### src/rtl/ex_mem_pipe_reg.sv
// EX/MEM pipeline register with a one-entry skid buffer.
// in_ready depends only on local state, so the EX stage never waits on out_ready.
module ex_mem_pipe_reg #(
  parameter int DATA_W = 32,
  parameter int REG_W  = 5,
  parameter int WB_W   = 2,
  parameter int M_W    = 3,
  parameter int CNT_W  = 16
) (
  input  logic              clk,
  input  logic              reset,
  input  logic              flush,
  input  logic              in_valid,
  output logic              in_ready,
  input  logic [WB_W-1:0]   wb_ctl_in,
  input  logic [M_W-1:0]    m_ctl_in,
  input  logic [DATA_W-1:0] add_in,
  input  logic [DATA_W-1:0] alu_in,
  input  logic [DATA_W-1:0] rdata2_in,
  input  logic              zero_in,
  input  logic [REG_W-1:0]  dest_in,
  output logic              out_valid,
  input  logic              out_ready,
  output logic [WB_W-1:0]   wb_ctl_out,
  output logic [M_W-1:0]    m_ctl_out,
  output logic [DATA_W-1:0] add_out,
  output logic [DATA_W-1:0] alu_out,
  output logic [DATA_W-1:0] rdata2_out,
  output logic              zero_out,
  output logic [REG_W-1:0]  dest_out,
  output logic [CNT_W-1:0]  stall_cnt
);

  typedef struct packed {
    logic [WB_W-1:0]   wb;
    logic [M_W-1:0]    m;
    logic [DATA_W-1:0] add;
    logic [DATA_W-1:0] alu;
    logic [DATA_W-1:0] rd2;
    logic              zero;
    logic [REG_W-1:0]  dest;
  } entry_t;

  typedef enum logic [1:0] {EMPTY, FULL, SKID} state_t;

  state_t           r_state;
  entry_t           r_main;
  entry_t           r_skid;
  logic [CNT_W-1:0] r_stall;

  entry_t w_in;
  logic   w_accept;
  logic   w_fire;

  assign w_in = '{wb: wb_ctl_in, m: m_ctl_in, add: add_in, alu: alu_in,
                  rd2: rdata2_in, zero: zero_in, dest: dest_in};

  assign in_ready  = reset && !flush && (r_state != SKID);
  assign out_valid = (r_state != EMPTY);
  assign w_accept  = in_valid && in_ready;
  assign w_fire    = out_valid && out_ready;

  // Control fields are gated so a bubble can never write a register or touch memory.
  assign wb_ctl_out = out_valid ? r_main.wb : '0;
  assign m_ctl_out  = out_valid ? r_main.m  : '0;
  assign add_out    = r_main.add;
  assign alu_out    = r_main.alu;
  assign rdata2_out = r_main.rd2;
  assign zero_out   = r_main.zero;
  assign dest_out   = r_main.dest;
  assign stall_cnt  = r_stall;

  always_ff @(posedge clk) begin
    if (!reset) begin
      r_state <= EMPTY;
      r_main  <= '0;
      r_skid  <= '0;
      r_stall <= '0;
    end else begin
      if (out_valid && !out_ready && (r_stall != '1))
        r_stall <= r_stall + 1'b1;
      // Flush only drops occupancy; main data is left as-is on the outputs.
      if (flush) begin
        r_state <= EMPTY;
      end else begin
        case (r_state)
          EMPTY: if (w_accept) begin
            r_main  <= w_in;
            r_state <= FULL;
          end
          FULL: case ({w_fire, w_accept})
            2'b11: r_main <= w_in;
            2'b10: r_state <= EMPTY;
            2'b01: begin
              r_skid  <= w_in;
              r_state <= SKID;
            end
            default: ;
          endcase
          SKID: if (w_fire) begin
            r_main  <= r_skid;
            r_state <= FULL;
          end
          default: r_state <= EMPTY;
        endcase
      end
    end
  end

endmodule

### config.mk
export PLATFORM = sky130hd
export DESIGN_NAME = ex_mem_pipe_reg
export DESIGN_NICKNAME = d
export VERILOG_FILES = /design/src/rtl/ex_mem_pipe_reg.sv
export SDC_FILE = /design/constraint.sdc
export NUM_CORES = 1
export LEC_CHECK = 0
export CAP_MARGIN = 20
export CORE_UTILIZATION = 50
export CTS_CLUSTER_DIAMETER = 60
export DETAILED_ROUTE_END_ITERATION = 10
export PLACE_DENSITY = 0.79
export SYNTH_ARGS = -nofsm -noshare
export SYNTH_HDL_FRONTEND = slang
export SYNTH_SLANG_ARGS = --single-unit
### constraint.sdc
create_clock -name clk -period 5.2 [get_ports clk]
set_input_delay 1.04 -clock clk [delete_from_list [all_inputs] [get_ports clk]]
set_output_delay 1.04 -clock clk [all_outputs]
set_load 0.01 [all_outputs]
# Word level (Yosys, flattened, before mapping)
# Index checks and enable logic that the tools add are counted.
[totals]
ff_bits = 232
in_bits = 112
out_inout_bits = 125
word_cells = 55
[classes]
n_addsub = 1
eq_ne = 11
n_mux = 10
n_bitwise = 2
n_reduce_logical = 15
[op_table]
columns = ["operator", "n"]
rows = [
  ["107-bit two-way mux", 3],
  ["107-bit one-hot mux with 3 select lines", 1],
  ["16-bit by 1-bit adder with 16-bit output, second input constant", 1],
  ["16-bit inequality test, second input constant", 1],
  ["2-bit equality test, second input constant", 3],
  ["1-bit logical AND", 6],
  ["2-bit two-way mux", 3],
  ["2-bit inequality test, second input constant", 3],
  ["2-bit one-hot mux with 3 select lines", 1],
  ["3-bit AND reduction", 2],
  ["5-bit AND reduction", 1],
  ["2-bit by 1-bit equality test with 1-bit output, second input constant", 2],
  ["2-bit one-hot mux with 2 select lines", 1],
  ["3-bit two-way mux", 1],
  ["3-bit by 2-bit inequality test with 1-bit output, second input constant", 1],
  ["3-bit nonzero test", 1],
  ["1-bit logical NOT", 2],
  ["2-bit logical NOT", 1],
  ["2-bit by 1-bit inequality test with 1-bit output, second input constant", 1],
  ["1-bit inverter", 2],
  ["2-bit nonzero test", 1],
  ["2-bit OR reduction", 1],
]

# Logic depth before layout (Yosys ltp)
# Gate-level depths: netlist (run 1).
[depth]
ltp_word = 7
ltp_mapped = 8
ltp_nobuf = 5

# Worst setup path after synthesis (run 1)
# No wires, ideal clock.
[synth_path]
path_kind = "in2out"
from = "input flush"
to = "output in_ready"
arrival_time_ns = 1.574
slack_ns = 2.586
path_stages = 3
path_cell_list = "clkbuf_1 > nand2b_1 > nor2b_1"
[synth_via]
elab_chain_len = 3
[synth_lines]
columns = ["element", "line", "rtl"]
rows = [
  ["start, declared", "12", "input logic flush,"],
  ["1-bit logical NOT", "58", "assign in_ready = reset && !flush && (r_state != SKID);"],
  ["1-bit logical AND (2 in series)", "58", ""],
  ["end, declared", "14", "output logic in_ready,"],
]
# Every way passes these cells.

# Final worst setup path (run 1)
[layout_path]
from = "register r_state[0]"
to = "output in_ready"
[layout_via]
elab_chain_len = 2
[layout_lines]
columns = ["element", "line", "rtl"]
rows = [
  ["start, declared", "46", "state_t r_state;"],
  ["start signal, assigned", "75", "r_state <= EMPTY;"],
  ["start signal, assigned", "84", "r_state <= EMPTY;"],
  ["start signal, assigned", "89", "r_state <= FULL;"],
  ["2-bit inequality test", "58", ""],
  ["1-bit logical AND", "58", ""],
]
# Every way passes these cells.

==> results of run 1 <==
cell families (layout without fill, tap and decap cells):
family	Yosys count	after routing	share of synthesized area (%)
AOI/OAI and AO/OA	346	346	23.63
adders and majority gates	1	1	0.1145
buffers and inverters	217	292	11.06
DFF	232	232	42.52
muxes	114	114	11.67
other	0	1	0
and+or+nand+nor	279	279	11.01
where the power goes:
group / switching [uW] / internal [uW] / total (uW)
Sequential: 28.1 / 1830 / 1860
Clock: 683 / 1030 / 1720
Combinational: 211 / 260 / 471
Total: 922 / 3120 / 4040
layer usage:
layer | vias up | GRT usage (%) | routed length, um
li1 | 4278 | - | -
met3 | 40 | 5.549 | 2198
met1 | 4221 | 30.25 | 11630
met5 | - | 0 | 13
met4 | 2 | 6.263 | 435
met2 | 308 | 39.33 | 12770
synth_stat cells (2+ instances only):
master / n / area, um2
a211oi_1: 2 / 15.01
a21oi_1: 116 / 580.6
and2b_2: 5 / 43.79
buf_1: 20 / 75.07
buf_2: 6 / 30.03
buf_4: 101 / 758.2
clkbuf_1: 83 / 311.6
dfxtp_1: 232 / 4644
inv_1: 5 / 18.77
mux2_2: 107 / 1205
mux2i_1: 7 / 70.07
nand2_1: 231 / 867.1
nand2b_1: 6 / 37.54
nand3_1: 2 / 10.01
nand4_1: 8 / 50.05
nor2b_1: 2 / 12.51
nor3_1: 3 / 15.01
nor4_1: 4 / 25.02
o21bai_1: 108 / 810.8
o311a_1: 108 / 1081
o31ai_1: 7 / 52.55
or4_1: 7 / 52.55
final cells by class:
type                       count  share of cell area, %
inverter                       6                 0.1873
tap                          275                  2.576
multi-input combinational    740                  38.05
sequential                   232                  34.77
timing repair buffer         247                  18.57
clock buffer                  36                  5.292
antenna                        1                0.01873
clock inverter                 3                 0.5339
stage by stage:
step	hold slack (ps)	power (uW)	cell area (um2)	util (%)
after CTS	452.2	4085	13360	62.94
final	451.2	4045	13360	62.95
after global placement	438.9	2358	12580	59.27
after floorplan	433.8	2185	10920	-
after detailed placement	443.9	2366	12580	59.27
after global routing	466.2	4202	13360	62.95
path summary, 6_finish.rpt:
path,end,slack [ps],depth (start not counted)
max reg2reg,rdata2_out[26],1910,6
min,r_skid[1],450,2
max,in_ready,1900,3
min reg2reg,r_skid[1],450,2
flip-flops by register name (all words and copies together) (netlist names):
signal	flops
alu_out	32
r_main	5
r_state	2
dest_out	5
add_out	32
rdata2_out	32
r_skid	107
stall_cnt	16
zero_out	1
worst register-to-register path, cell delays in order (launching register included):
cell,delay [ps]
dfxtp_1,430
nand2b_4,560
buf_4,850
o32a_2,510
buf_4,470
o21bai_1,170
o311a_1,180
==> qor.csv, run 1 <==
stage;metric;value;unit
detailed_routing;drc violations;0;
timing;final hold violations;0;
floorplanning;Chip Width;149.8;um
timing;Final Cycle Share;63.45;%
placed_design;dpl hpwl;16.40;mm
floorplanning;Initial Utilization;51.48;%
setup_path;WP buf/inv;1;
global_route;largest net degree at the start of global routing;108;
timing;Final setup viols;0;
synthesis;top_reg_cell synth;dfxtp_1;
synthesis;post-synthesis sequential area ratio;42.52;%
detailed_routing;Initial DRC Count;513;
layout;commonest non-fill, non-tap cell in the layout;clkdlybuf4s50_1;
global_route;total grt overflow;0;
placed_design;port bufs;236;
synthesis;synthesis warning total;0;
detailed_routing;vias;8849;
synthesis;Cell Area, Synth;10920;um2
cts;clock-pin slew on the worst setup and hold paths;60;ps
setup_path;Setup CP Type;flop to output pin;
hold_path;worst hold path startpoint;r_skid[1];
cts;clock root cell;clkbuf_16;
global_route;initial antenna violation count;2;
floorplanning;# IOs;237;
floorplanning;Die ar.;22440;um2
placed_design;GP Congestion;0.7855;
cts;Max clock buf depth;3;
cts;Resized Gates After CTS;0;
cts;worst skew pair latency;510;ps
job;maxcap violations;0;
synthesis;Yosys reg bits;232;
global_route;Total Routing Usage GR;23.53;%
setup_path;slowest stage delay, CP;560;ps
detailed_routing;Routed wire per std cell;17.56;um
setup_path;CP endpoint kind;output pin;
cts;CTS tree;yes;
timing;TNS Setup;0;ps
timing;Worst Skew;11.46;ps
global_route;vias in the first global route;8473;
timing;fin crit period;3299;ps
floorplanning;die height;149.8;um
hold_path;worst hold path type;flop to flop;
cts;htree depth;1;
detailed_routing;Antenna Violating Nets Remaining;0;
timing;unrepaired setup endpoints after global routing;no;
floorplanning;Cell Rows;53;
setup_path;Critical Path RT;4160;ps
layout;most frequent cells in the layout;clkdlybuf4s50_1, dfxtp_1, nand2_1, a21oi_1;
setup_path;Worst Setup Start Kind;flop;
detailed_routing;DRT Pass-1 Iters;5;
layout;Syn-to-layout area delta;22.29;%
synthesis;Post-Syn Nets;1302;
setup_path;Crit-path slowest cell;nand2b_4;
cts;clock buffer count from CTS;25;
setup_path;CP startpoint;r_state[0];
timing;Setup WS post-layout;1901;ps
placed_design;placed cells;1500;
placed_design;pre-CTS setup slack;1799;ps
setup_path;data arrival time of the worst path;2260;ps
global_route;first-pass GRT wire length;42.95;mm
layout;share of cells above drive strength 1;13.05;%
synthesis;Synth Area per Inst;9.188;um2
layout;fill count;1796;
floorplanning;core footprint;21220;um2
status;status;finished, final reports clean;
power_and_ir_drop;PwrDens;302.8;nW/um2
setup_path;critical path peak fanout;41;
timing;measured slew at the worst slew-check pin;1084;ps
setup_path;worst-path cell chain;nand2b_4, nor2b_1, clkdlybuf4s50_1;
synthesis;Synth Instances;1189;
layout;total area of sequential cells;4644;um2
layout;Cell Count, Final, Fillers Out;1540;
synthesis;Async S/R FF share, synth;0;%
cts;# Post-CTS Setup Buffers;0;
cts;hold_buf cts;0;
cts;clk sinks;232;
detailed_routing;DR vias/cell;5.746;
synthesis;Distinct cells, synth;41;
timing;slew margin rel.;27.73;%
synthesis;number of flops mapped to enable cells by yosys;0;
layout;Total Nets Final;1365;
timing;fmax;303.1;MHz
detailed_routing;final WL;27.04;mm
power_and_ir_drop;VDD IR-drop max;0.0002271;V
timing;max-slew violations;0;
setup_path;Top delay family on crit path;simple AND/OR/NAND/NOR gates;
power_and_ir_drop;leakage power;0.004631;uW
setup_path;Reg-to-Reg Start;r_state[0];
layout;area of the multi-input gates;5084;um2
No activity file was read; power rests on OpenSTA's default activity.
==> run 2, diff against run 1 <==
==> constraint.sdc (replaced) <==
create_clock -name clk -period 3.4 [get_ports clk]
set_input_delay 0.68 -clock clk [delete_from_list [all_inputs] [get_ports clk]]
set_output_delay 0.68 -clock clk [all_outputs]
set_load 0.01 [all_outputs]
==> run 2 against run 1 <==
Compared with the run above:
- clock power is 68% higher
- worst setup slack worse by 1300 ps
- global-route usage is 0.26 points higher
- combinational power is 58% higher
- first-iteration DRC count is 6.8% lower
- register-to-register slack worse by 650 ps
- critical endpoint is now wb_ctl_out[1]
==> qor.csv, run 2 (synthesized netlist as in run 1, its figures left out) <==
stage;metric;value;unit
global_route;initial antenna violation count;0;
power_and_ir_drop;Power, Total;6470;uW
layout;Total Nets Final;1373;
setup_path;Crit-path slowest cell;clkdlybuf4s50_1;
layout;Syn-to-layout area delta;24.74;%
floorplanning;# IOs;237;
placed_design;post-place instance area;12730;um2
status;status;finished, final reports clean;
power_and_ir_drop;PwrDens;474.8;nW/um2
power_and_ir_drop;leakage power;0.004772;uW
cts;clock-pin slew on the worst setup and hold paths;60;ps
floorplanning;Chip Width;149.8;um
detailed_routing;DR vias/cell;5.681;
hold_path;cell depth of the worst min-delay path;2;
setup_path;CP endpoint kind;output pin;
layout;most frequent cells in the layout;clkdlybuf4s50_1, dfxtp_1, nand2_1, a21oi_1;
power_and_ir_drop;internal power;4997;uW
setup_path;worst-path cell chain;nor2_2, and2b_2, clkdlybuf4s50_1;
power_and_ir_drop;clock share of power;44.7;%
setup_path;data arrival time of the worst path;2100;ps
timing;measured slew at the worst slew-check pin;958.4;ps
global_route;largest net degree at the start of global routing;215;
timing;final hold violations;0;
floorplanning;Die ar.;22440;um2
timing;TNS Setup;0;ps
detailed_routing;Antenna Violating Nets Remaining;0;
global_route;vias in the first global route;8442;
hold_path;worst hold path type;flop to flop;
global_route;Total Routing Usage GR;23.79;%
global_route;total grt overflow;0;
layout;commonest non-fill, non-tap cell in the layout;clkdlybuf4s50_1;
setup_path;slowest stage delay, CP;490;ps
timing;Setup WS post-layout;622.6;ps
timing;Worst Skew;7.906;ps
floorplanning;die height;149.8;um
detailed_routing;final WL;27.19;mm
layout;fill count;1721;
setup_path;Setup CP Type;flop to output pin;
placed_design;GP Congestion;0.7747;
cts;hold_buf cts;0;
timing;fmax;360.0;MHz
detailed_routing;Initial DRC Count;478;
power_and_ir_drop;Psw;1473;uW
layout;most flop-heavy register;r_skid;
timing;worst hold slack;450.5;ps
timing;Final setup viols;0;
cts;worst skew pair latency;520;ps
cts;CTS tree;yes;
layout;max FFs per register;107;
layout;post-layout instance area;13630;um2
placed_design;dpl hpwl;16.50;mm
global_route;first-pass GRT wire length;43.24;mm
cts;clock buffer count from CTS;26;
cts;htree depth;1;
setup_path;FF-to-FF path depth;4;
power_and_ir_drop;part of the power in registers;43.9;%
setup_path;Critical Path RT;2720;ps
job;maxcap violations;0;
cts;# Post-CTS Setup Buffers;0;
floorplanning;Initial Utilization;51.48;%
cts;clk sinks;232;
cts;clock root cell;clkbuf_16;
detailed_routing;Routed wire per std cell;17.50;um
floorplanning;core footprint;21220;um2
detailed_routing;drc violations;0;
timing;max-slew violations;0;
power_and_ir_drop;Sw Share;22.76;%
power_and_ir_drop;Comb power frac;11.5;%
layout;Antenna Cells;0;
setup_path;critical path peak fanout;8;
timing;fin crit period;2777;ps
timing;unrepaired setup endpoints after global routing;no;
power_and_ir_drop;VDD IR-drop max;0.0003941;V
setup_path;Worst Setup Start Kind;flop;
cts;Max clock buf depth;3;
timing;slew margin rel.;36.11;%
detailed_routing;DRT Pass-1 Iters;5;
detailed_routing;vias;8828;
floorplanning;Cell Rows;53;
cts;Resized Gates After CTS;0;
timing;Final Cycle Share;81.69;%
placed_design;port bufs;236;
placed_design;pre-CTS setup slack;562.9;ps
layout;share of cells above drive strength 1;14.31;%
==> run 2: worst max-delay path, delay by kind of cell, from the launching register on <==
family	cells	cell delay [ps]
simple gates	2	700
flops	1	390
buf+inv	1	490
==> run 2: layout make-up <==
type                       instances  area (um2)  area share [%]
clock buffer                      36       759.5           5.573
clock inverter                    11       136.4           1.001
inverter                           6       25.02          0.1836
multi-input combinational        740        5084           37.31
sequential                       232        4644           34.08
tap                              275       344.1           2.525
timing repair buffer             254        2634           19.33
==> run 2: through the flow <==
stage,std cells,util (%)
2_1_floorplan,1189,-
3_3_place_gp,1507,59.99
3_5_place_dp,1507,59.99
4_1_cts,1554,64.22
5_1_grt,1554,64.22
6_report,1554,64.22
==> run 2: per-layer routing <==
metal  wire [um]  GRT usage [%]  vias to the layer above
met5           0              0                        -
met4         548          6.364                        0
met3        2341          7.287                       39
met2       12780          39.19                      252
met1       11520          30.02                     4241
li1            -              -                     4296
==> run 2: worst paths after layout <==
kind               from             to  slack (ps)
max          r_state[1]  wb_ctl_out[1]         620
min          r_skid[68]     r_skid[68]         450
max reg2reg  r_state[0]    add_out[24]        1260
min reg2reg  r_skid[68]     r_skid[68]         450
==> run 2: power by group through the flow <==
stage                     combinational (uW)  clock [uW]  sequential (uW)
after global routing                     800        3060             2850
final                                    742        2890             2840
after CTS                                744        2950             2840
after global placement                   724           0             2900
after floorplan                          458           0             2880
after detailed placement                 738           0             2900
